===== config.mk =====
export PLATFORM = sky130hd
export DESIGN_NAME = writeback_stage
export DESIGN_NICKNAME = d
export VERILOG_FILES = /design/src/rtl/rv_wb_pkg.sv /design/src/rtl/writeback_stage_load_extend.sv /design/src/rtl/writeback_stage.sv
export SDC_FILE = /design/constraint.sdc
export NUM_CORES = 1
export LEC_CHECK = 0
export ABC_AREA = 1
export CAP_MARGIN = 20
export CORE_ASPECT_RATIO = 0.75
export CORE_MARGIN = 3
export CORE_UTILIZATION = 64
export DETAILED_ROUTE_END_ITERATION = 6
export DONT_BUFFER_PORTS = 1
export GPL_ROUTABILITY_DRIVEN = 0
export MAX_ROUTING_LAYER = met4
export PLACE_DENSITY = 0.9
export SLEW_MARGIN = 20
export SYNTH_ARGS = -nofsm -noshare
export SYNTH_HDL_FRONTEND = slang
export SYNTH_HIERARCHICAL = 1
export SYNTH_SLANG_ARGS = --single-unit

===== constraint.sdc =====
create_clock -name clk -period 2 [get_ports clk]
set_clock_uncertainty 0.05 [all_clocks]
set_input_delay 0.4 -clock clk [delete_from_list [all_inputs] [get_ports clk]]
set_output_delay 0.4 -clock clk [all_outputs]
set_load 0.02 [all_outputs]

===== src/rtl/rv_wb_pkg.sv =====
// rtl/rv_wb_pkg.sv - shared types and constants for the RV32I writeback stage
//
// Purpose: result-select encoding, load funct3 codes and default widths.
// Ports: none (package).
package rv_wb_pkg;

  localparam int DATAWIDTH_DEF = 32;
  localparam int WIDTH_DEF     = 5;

  typedef enum logic [1:0] {
    RES_ALU  = 2'b00,
    RES_LOAD = 2'b01,
    RES_PC4  = 2'b10,
    RES_BAD  = 2'b11
  } result_src_e;

  localparam logic [2:0] F3_LB  = 3'b000;
  localparam logic [2:0] F3_LH  = 3'b001;
  localparam logic [2:0] F3_LW  = 3'b010;
  localparam logic [2:0] F3_LBU = 3'b100;
  localparam logic [2:0] F3_LHU = 3'b101;

endpackage


===== src/rtl/writeback_stage_load_extend.sv =====
// rtl/writeback_stage_load_extend.sv - load byte/halfword extraction and extension
//
// Purpose: pick the addressed byte/halfword out of an aligned word and
//          sign- or zero-extend it; flag funct3 codes that are not loads.
// Ports:
//   word       in   raw aligned 32-bit memory word
//   offset     in   byte offset within the word (address[1:0])
//   load_type  in   load funct3
//   data       out  extended load value
//   illegal    out  funct3 is not a legal load encoding
module load_extend
  import rv_wb_pkg::*;
(
  input  logic [31:0] word,
  input  logic [1:0]  offset,
  input  logic [2:0]  load_type,
  output logic [31:0] data,
  output logic        illegal
);

  logic [7:0]  w_byte;
  logic [15:0] w_half;

  always_comb begin
    w_byte = word[8*offset +: 8];
    // Halfword selection ignores offset[0]; misalignment is not trapped here.
    w_half = offset[1] ? word[31:16] : word[15:0];
  end

  always_comb begin
    data    = '0;
    illegal = 1'b0;
    case (load_type)
      F3_LB:   data = {{24{w_byte[7]}}, w_byte};
      F3_LH:   data = {{16{w_half[15]}}, w_half};
      F3_LW:   data = word;
      F3_LBU:  data = {24'b0, w_byte};
      F3_LHU:  data = {16'b0, w_half};
      default: illegal = 1'b1;
    endcase
  end

endmodule


===== src/rtl/writeback_stage.sv =====
// rtl/writeback_stage.sv - MEM/WB pipeline register and register-file writeback
//
// Purpose: capture the retiring instruction from MEM, build the final result
//          and drive the register file write port; export forwarding view,
//          retired-instruction count and sticky decode error.
// Ports:
//   clk, rst_n                      clock, async active-low reset
//   stall_w, flush_w                hold / bubble the MEM/WB register
//   valid_m .. pc_plus4_m           MEM-stage instruction fields
//   AD3, WE3, WD3                   register file write port
//   rd_w, reg_write_w, result_w     hazard/forwarding view of WB
//   instret                         retired-instruction counter
//   err                             sticky illegal-instruction flag
module writeback_stage
  import rv_wb_pkg::*;
#(
  parameter int DATAWIDTH = DATAWIDTH_DEF,
  parameter int WIDTH     = WIDTH_DEF
) (
  input  logic                 clk,
  input  logic                 rst_n,
  input  logic                 stall_w,
  input  logic                 flush_w,
  input  logic                 valid_m,
  input  logic                 reg_write_m,
  input  logic [1:0]           result_src_m,
  input  logic [2:0]           load_type_m,
  input  logic [WIDTH-1:0]     rd_m,
  input  logic [DATAWIDTH-1:0] alu_result_m,
  input  logic [DATAWIDTH-1:0] read_data_m,
  input  logic [DATAWIDTH-1:0] pc_plus4_m,
  output logic [WIDTH-1:0]     AD3,
  output logic                 WE3,
  output logic [DATAWIDTH-1:0] WD3,
  output logic [WIDTH-1:0]     rd_w,
  output logic                 reg_write_w,
  output logic [DATAWIDTH-1:0] result_w,
  output logic [31:0]          instret,
  output logic                 err
);

  logic                 r_valid;
  logic                 r_reg_write;
  result_src_e          r_result_src;
  logic [2:0]           r_load_type;
  logic [WIDTH-1:0]     r_rd;
  logic [DATAWIDTH-1:0] r_alu_result;
  logic [DATAWIDTH-1:0] r_read_data;
  logic [DATAWIDTH-1:0] r_pc_plus4;
  logic [31:0]          r_instret;
  logic                 r_err;

  logic [31:0]          w_load_data;
  logic                 w_load_illegal;
  logic                 w_illegal;
  logic                 w_retire;
  logic [DATAWIDTH-1:0] w_result;
  logic                 w_we;

  always_ff @(posedge clk or negedge rst_n) begin
    if (!rst_n) begin
      r_valid      <= 1'b0;
      r_reg_write  <= 1'b0;
      r_result_src <= RES_ALU;
      r_load_type  <= '0;
      r_rd         <= '0;
      r_alu_result <= '0;
      r_read_data  <= '0;
      r_pc_plus4   <= '0;
    end else if (flush_w) begin
      // Bubble: only valid matters; the rest is left as-is.
      r_valid <= 1'b0;
    end else if (!stall_w) begin
      r_valid      <= valid_m;
      r_reg_write  <= reg_write_m;
      r_result_src <= result_src_e'(result_src_m);
      r_load_type  <= load_type_m;
      r_rd         <= rd_m;
      r_alu_result <= alu_result_m;
      r_read_data  <= read_data_m;
      r_pc_plus4   <= pc_plus4_m;
    end
  end

  load_extend u_load_extend (
    .word      (r_read_data[31:0]),
    .offset    (r_alu_result[1:0]),
    .load_type (r_load_type),
    .data      (w_load_data),
    .illegal   (w_load_illegal)
  );

  always_comb begin
    w_result = '0;
    case (r_result_src)
      RES_ALU:  w_result = r_alu_result;
      RES_LOAD: w_result = DATAWIDTH'(w_load_data);
      RES_PC4:  w_result = r_pc_plus4;
      default:  w_result = '0;
    endcase
  end

  assign w_illegal = (r_result_src == RES_BAD) |
                     ((r_result_src == RES_LOAD) & w_load_illegal);
  assign w_we      = r_valid & r_reg_write & (r_rd != '0) & ~w_illegal;
  // The W instruction leaves the stage whenever the register advances,
  // including when a flush replaces it with a bubble.
  assign w_retire  = r_valid & (~stall_w | flush_w);

  always_ff @(posedge clk or negedge rst_n) begin
    if (!rst_n) begin
      r_instret <= '0;
      r_err     <= 1'b0;
    end else if (w_retire) begin
      r_instret <= r_instret + 32'd1;
      if (w_illegal) r_err <= 1'b1;
    end
  end

  assign AD3         = r_rd;
  assign WE3         = w_we;
  assign WD3         = w_result;
  assign rd_w        = r_rd;
  assign reg_write_w = w_we;
  assign result_w    = w_result;
  assign instret     = r_instret;
  assign err         = r_err;

endmodule


# == Word level (Yosys, flattened, before mapping) ==
# Cells that the tools add are included.
# op_classes
addsub,1
eq_ne,8
shift,1
muxes,6
bitwise,10
n_reduce_logical,6
# op_table
operator,n
one-hot mux 32 bit (5 select lines),1
one-hot mux 32 bit (3 select lines),1
"adder 32 x 1 -> 32 bit, second input constant",1
variable part select 32 x 6 -> 8 bit,1
2-to-1 mux 16 bit,1
"equality test 3 bit, second input constant",2
AND 1 bit,5
nonzero test 5 bit,1
OR reduction 5 bit,1
"equality test 2 bit, second input constant",2
AND reduction 2 bit,2
"equality test 3 x 1 -> 1 bit, second input constant",1
"equality test 3 x 2 -> 1 bit, second input constant",1
logical NOT 3 bit,1
2-to-1 mux 1 bit,3
NOT 1 bit,3
"equality test 2 x 1 -> 1 bit, second input constant",1
logical NOT 2 bit,1
"inequality test 2 x 1 -> 1 bit, second input constant",1
OR 1 bit,2
# totals
register_bits,141
inputBits,112
wordCells,42

# == Logic depth before layout (Yosys ltp) ==
# Gate-level depths: netlist (run 1).
# logic_depth
word_depth,7
mapped_depth,11

# == Cells and area by module ==
# The synthesis (run 1) kept the hierarchy.
# modules_own_cells
mod,n_inst,cells_per_inst,area_each_um2,seq_area_each_um2
writeback_stage,1,839,6804.0,3528.4
load_extend,1,213,897.1,0.0

# == Least setup slack after synthesis (run 1) ==
# No wires, ideal clock.
# synth_timing
path_kind,reg-to-output
start,register r_load_type[0]
end,output port reg_write_w
arrival_time_ns,1.964
slack_ns,-0.414
stages_incl_launch_ff,8
n_path_buf,2
cell_sequence,dfrtp_1 -> nor2_1 -> buf_2 -> nor2_1 -> nor2_1 -> nor2_1 -> nor4_1 -> buf_4
# synth_via
elab_chain_len,7
word_cells_on_any_way,11
# synth_rtl
item,line,text
"start, declared",writeback_stage.sv:45,logic [2:0] r_load_type;
"start signal, assigned",writeback_stage.sv:77,r_load_type <= load_type_m;
equality test 3 x 1 -> 1 bit (tied with other cells),writeback_stage_load_extend.sv:33,case (load_type)
OR reduction 5 bit (no source line) *,-,
2-to-1 mux 1 bit *,writeback_stage_load_extend.sv:33,
via w_load_illegal,writeback_stage.sv:54,logic w_load_illegal;
AND 1 bit *,writeback_stage.sv:104,((r_result_src == RES_LOAD) & w_load_illegal);
OR 1 bit *,writeback_stage.sv:103,assign w_illegal = (r_result_src == RES_BAD) |
NOT 1 bit *,writeback_stage.sv:105,assign w_we = r_valid & r_reg_write & (r_rd != '0) & ~w_illegal;
AND 1 bit *,writeback_stage.sv:105,
"end, declared",writeback_stage.sv:36,"output logic reg_write_w,"
# The timed path passes the listed nets; every way through them passes the cells marked *.

# == Worst setup path after layout (run 1) ==
# layout_timing
start,register r_load_type[2]
end,output port result_w[18]
# layout_via
elab_chain_len,3
word_cells_on_any_way,7
# layout_rtl
item,line,text
equality test 3 bit (tied with other cells),writeback_stage_load_extend.sv:33,
one-hot mux 32 bit (5 select lines) *,writeback_stage_load_extend.sv:33,
via w_load_data[18],writeback_stage.sv:53,logic [31:0] w_load_data;
one-hot mux 32 bit (3 select lines) *,writeback_stage.sv:95,case (r_result_src)
"end, declared",writeback_stage.sv:37,"output logic [DATAWIDTH-1:0] result_w,"
# Marked as above.

==> results of run 1 <==
==> repair_timing <==
| item | 4_1_cts | 5_1_grt |
|---|---|---|
| hold endpoints to repair | 141 | 141 |
| setup endpoints to repair | 66 | 66 |
| gates cloned | 1 | 5 |
| pin swaps | 16 | 36 |
| setup buffers | 6 | 6 |
| gates resized for setup | 48 | 50 |
==> final cells by class <==
class                           instances  area share [%]
Multi-Input combinational cell        725           39.78
Sequential cell                       141           38.70
Timing Repair Buffer                   77           8.677
Clock buffer                           17           4.661
Inverter                              102           4.249
Tap cell                              162           2.221
Clock inverter                         15           1.686
Antenna cell                            1         0.02742
==> sequential cells by signal, summed over array words and instances (netlist names) <==
name,flops
r_load_type,3
r_result_src,2
err,1
r_alu_result,32
r_reg_write,1
r_pc_plus4,32
instret,32
r_read_data,32
r_valid,1
AD3,5
==> power by group through the flow <==
stage	Combinational (W)	Clock [W]	Sequential (W)
after floorplan	0.00166	0	0.00349
after CTS	0.00228	0.00314	0.00349
final	0.00252	0.00313	0.00351
after global placement	0.00207	0	0.00352
after global routing	0.00271	0.00327	0.00354
after detailed placement	0.00212	0	0.00353
==> layer usage <==
layer / GRT usage, % / vias up
li1: - / 3281
met1: 44.51 / 3394
met2: 53.70 / 525
met3: 10.33 / 99
met4: 12.14 / 0
met5: - / -
==> logic make-up (layout without fill, tap and decap cells) <==
group | count (synthesis) | in the layout | share of synthesized area [%]
compound gates | 80 | 80 | 6.418
xor+xnor | 22 | 22 | 2.502
fa+ha+maj | 1 | 1 | 0.1624
buf+inv | 186 | 211 | 11.71
flops | 141 | 141 | 45.82
other cells | 0 | 1 | 0
simple gates | 622 | 622 | 33.39
==> worst paths after layout <==
path	from	end	slack (ns)	depth (start not counted)
min in group clk	read_data_m[19]	r_read_data[19]$_DFFE_PN0P_	0.04	2
hold / removal	rst_n	r_pc_plus4[1]$_DFFE_PN0P_	-0.38	0
setup reg to reg	instret[0]$_DFFE_PN0P_	instret[22]$_DFFE_PN0P_	0.12	7
setup / recovery	r_load_type[2]$_DFFE_PN0P_	result_w[18]	-0.59	9
hold reg to reg	r_alu_result[3]$_DFFE_PN0P_	r_alu_result[3]$_DFFE_PN0P_	0.42	2
max in group asynchronous	rst_n	r_load_type[2]$_DFFE_PN0P_	2.02	0
==> cells in the final DEF, fill, tap and decap left out, types with 3 or more instances in the layout <==
cell type / n
xnor2_1: 9
nand2_1: 412
inv_8: 3
dfrtp_1: 138
buf_12: 9
nand2_2: 21
inv_1: 95
xor2_1: 13
dfrtp_2: 3
clkbuf_16: 21
nand2_4: 9
nor2_1: 41
nand3_2: 21
buf_6: 9
nand4_1: 11
inv_2: 5
nand3b_1: 3
o211ai_1: 32
nor2_2: 19
o21ai_0: 45
inv_6: 6
nor2_4: 14
buf_4: 54
nand3_1: 55
nor3_1: 10
==> stage by stage <==
stage          cells  setup slack [ns]  hold slack (ns)  cell area, um^2  setup TNS, ns
3_3_place_gp    1190          -0.05310          0.05818             7978        -0.4561
4_1_cts         1229           -0.4145          -0.3865             8808         -24.78
5_1_grt         1240           -0.6540          -0.3935             9128         -35.79
2_1_floorplan   1052          -0.04895          0.05441             7754        -0.6262
6_report        1240           -0.5854          -0.3761             9128         -31.99
3_5_place_dp    1190          -0.08513          0.05929             7980         -1.438
==> reports/metrics.csv, run 1 <==
metric,value,unit
outcome,"finished, violations left",
violations,"negative hold slack, negative setup slack",
area_delta_synth_final,18.52,%
relSlewSlack,51.79,%
drv_cap,0,
synth_ff_type,dfrtp_1,
cp_slowest_cell,dfrtp_2,
die_x,132.7,um
first_pass_iters,6,
grt_pass1_wl,34890,um
drc_errors,0,
clk_pin_slew,0.06,ns
ioPinCount,221,
crit_required,1.55,ns
vias,7299,
fill_cells,768,
peakVddDrop,0.8453,mV
cp_max_fo,8,
path_class,flop to primary output,
power.leakage,4.609,nW
dr_wl_met2,11080,um
multi_input_area,3631,um^2
grt_pass1_vias,6682,
wl,24070,um
hpwl,15610,um
tightest_slew,0.7231,ns
grt_max_degree,147,
p_int,0.005794,W
period_needed,2.585,ns
grt_usage,34.84,%
cts_tree,built,
fin_nets,1177,
clockRootBuffer,clkbuf_16,
wl_met1,9162,um
synth_area,7701,um^2
htreeDepth,4,
fp.dieH,101,um
synth_area_leaders,"dfrtp_1 (46%), nand2_1 (21%), nand3_1 (4.9%)",
clk_latency,0.43,ns
crit_family,simple AND/OR/NAND/NOR gates,
synthCells,1052,
wl_per_cell,19.41,um
cp-start-kind,flop,
cp_num_buf_inv,2,
start_util,66.07,%
dr.max_layer_used,met4,
utilization,78.31,%
setup_viol,66,
avgSynthCellArea,7.320,um^2
slew_violations,0,
synth-warning-count,6,
setup_slack,-0.5854,ns
yosysTopAreaCell,dfrtp_1,
crit_top_cell,nor2_1,
vias_per_cell,5.886,
synth_seq_cells,141,
synthTopCellsByCount,"nand2_1 (437), dfrtp_1 (141), inv_1 (99)",
p_per_area,1004,nW/um^2
antenna_found_initial,1,
ys_types,28,
antenna_left,0,
synth_edf_count,0,
synth_nets,1165,
worst_hold_slack,-0.3761,ns
fin_crit_sh,129.3,%
fmax,386.8,MHz
wl_met3,2872,um
yosysTopAreaCellShare,45.82,%
cts_max_path_buffers,2,
crit_chain,nor2_4 -> nand2_4 -> clkbuf_16 -> nor2_1 -> nor2_1 -> nand2_1 -> nand3_1 -> o211ai_1 -> buf_4,
combinationalPowerShare,27.6,%
p_sw,0.003369,W
die-area,13400,um^2
finalPower,0.009163,W
critPathMaxStageDelay,0.48,ns
hold_viol,141,
min_path_type,input pin to asynchronous set/reset pin,
drive_gt1_share,19.41,%
grt-ovfl-total,0,
numPortBuffers,0,
regArea,3532,um^2
yosysMostFrequentCell,nand2_1,
drtIter0Drc,835,
row_count,34,
seqPwrFrac,38.3,%
fp.coreArea,11660,um^2
rsz0062_at_grt,true,
power_switching_share,36.77,%
ys_seq_area_share,45.82,%
cts_buffers,17,
end_kind,primary output,
clock_power_share,34.1,%
arrival,2.14,ns
ys_async_sr_fraction,100.0,%
cts.sinks,141,
No activity file was read; power rests on OpenSTA's default activity.
==> run 2, diff against run 1 <==
Settings changed: CORE_MARGIN 3 to 5.
==> reports/metrics.csv, run 2 (same netlist as run 1, synthesis figures left out) <==
metric,value,unit,change
outcome,"finished, violations left",,
violations,"design-rule violations, negative hold slack, negative setup slack",,
grt_pass1_wl,35280,um,+1.1%
vias,7133,,-2.3%
worst_hold_slack,-0.3675,ns,+0.008590 ns
end_kind,primary output,,
crit_required,1.55,ns,about the same
arrival,1.99,ns,-0.15 ns
fin_nets,1180,,+0.25%
cp_max_fo,9,,+1
fp.dieH,105,um,+4.0%
fp.coreArea,11700,um^2,+0.36%
timing.rr.start,instret[1]$_DFFE_PN0P_,,
area_delta_synth_final,16.04,%,
wl_per_cell,18.42,um,-5.1%
drive_gt1_share,17.59,%,-1.8 points
tns,-25.76,ns,+6.222 ns
vias_per_cell,5.743,,-2.4%
grt_usage,32.43,%,-2.4 points
clockRootBuffer,clkbuf_16,,
cts_tree,built,,
cp_num_buf_inv,2,,unchanged
start_util,65.83,%,-0.24 points
clk_latency,0.41,ns,-0.02 ns
die-area,14350,um^2,+7.1%
final_cell_mix,"nand2_1 (415), dfrtp_1 (138), inv_1 (96), buf_4 (62), nand3_1 (60)",,
r2r_slack,0.20,ns,+0.08 ns
numPortBuffers,0,,unchanged
cp-start-kind,flop,,
setup_slack,-0.4362,ns,+0.1491 ns
crit_chain,nor2_4 -> nand2_4 -> buf_4 -> nor2_1 -> nor2_1 -> nand2_2 -> nand3_2 -> o211ai_1 -> buf_4,,
setup_viol,66,,unchanged
rsz0062_at_grt,true,,
clk_pin_slew,0.06,ns,about the same
fin_crit_sh,121.8,%,-7.5 points
hpwl,16120,um,+3.2%
tightest_slew,0.5839,ns,-0.1392 ns
drtIter0Drc,900,,+7.8%
r2r-end,instret[22]$_DFFE_PN0P_,,
mostFrequentLayoutCell,nand2_1,,
row_count,34,,unchanged
antenna_found_initial,0,,-1
fmax,410.5,MHz,+6.1%
cts.sinks,141,,unchanged
first_pass_iters,7,,+1
drc_errors,9,,+9
power.leakage,4.538,nW,-1.5%
crit_start,r_load_type[2]$_DFFE_PN0P_,,
hold_viol,141,,unchanged
peakVddDrop,0.6995,mV,-17%
grt_max_degree,142,,-3.4%
grt_pass1_vias,6840,,+2.4%
fin_cells,1242,,+0.16%
drv_cap,0,,unchanged
ioPinCount,221,,unchanged
diodes,0,,-1
cts_max_path_buffers,2,,unchanged
htreeDepth,4,,unchanged
path_class,flop to primary output,,
relSlewSlack,61.08,%,+9.3 points
critPathMaxStageDelay,0.44,ns,-0.04 ns
slew_violations,0,,unchanged
cp_slowest_cell,dfrtp_2,,
r2r_cells,7,,unchanged
period_needed,2.436,ns,-0.1491 ns
crit_family,simple AND/OR/NAND/NOR gates,,
antenna_left,0,,unchanged
wl,22870,um,-5.0%
cts_buffers,17,,unchanged
grt-ovfl-total,0,,unchanged
dp_cells,1197,,+0.59%
die_x,136.7,um,+3.0%
p_per_area,999.9,nW/um^2,-0.39%
min_path_type,input pin to asynchronous set/reset pin,,
run 2: cell types whose count changed in the layout (fill, tap and decap cells not counted), moves of 4 or more:
cell / before / now
nor2_2: 19 / 11
nand3_2: 21 / 17
buf_12: 9 / 5
nor2_1: 41 / 52
nand2_4: 9 / 4
nand3_1: 55 / 60
buf_4: 54 / 62
run 2: worst max path at each step:
| stage | end | slack [ns] | cells after the start |
|---|---|---|---|
| final | result_w[16] | -0.44 | 9 |
| after global placement | WD3[15] | -0.01 | 10 |
| after CTS | result_w[29] | -0.40 | 9 |
| after floorplan | result_w[16] | -0.05 | 10 |
| after global routing | result_w[4] | -0.52 | 9 |
| after detailed placement | result_w[15] | -0.06 | 10 |
run 2: routing by layer:
layer | GRT usage, % | up-vias | wire [um]
met4 | 14.60 | 0 | 880
met1 | 42.31 | 3277 | 8788
li1 | - | 3272 | -
met2 | 46.98 | 497 | 10500
met5 | - | - | 0
met3 | 9.414 | 87 | 2707
run 2: cell type report:
class / count / area, um^2
sequential: 141 / 3532
multi-input combinational: 725 / 3517
fill: 804 / 2763
timing repair buffer: 80 / 726.9
clock buffer: 19 / 432.9
inverter: 102 / 382.9
tap: 162 / 202.7
clock inverter: 13 / 141.4
run 2: metrics by stage:
step	hold slack (ns)	worst slack [ns]	util (%)	total power [W]	area, um^2
after detailed placement	0.05863	-0.05517	68.43	0.005629	8005
after global routing	-0.3913	-0.5188	76.39	0.009343	8936
final	-0.3675	-0.4362	76.39	0.008936	8936
after CTS	-0.3776	-0.4017	75.17	0.008825	8793
after floorplan	0.05441	-0.04895	-	0.005147	7754
after global placement	0.05968	-0.01255	68.43	0.005557	8005
run 2: power breakdown:
part,switching (W),internal (W)
Clock,0.00124,0.00184
Combinational,0.00154,0.000790
Sequential,0.000344,0.00318
run 2: what timing repair did:
item | 4_1_cts | 5_1_grt
endpoints found under the hold margin | 141 | 141
resized for setup | 43 | 27
pin swaps | 12 | 8
endpoints found under the setup margin | 66 | 66
setup buffers | 8 | 3
gates cloned | 0 | 2
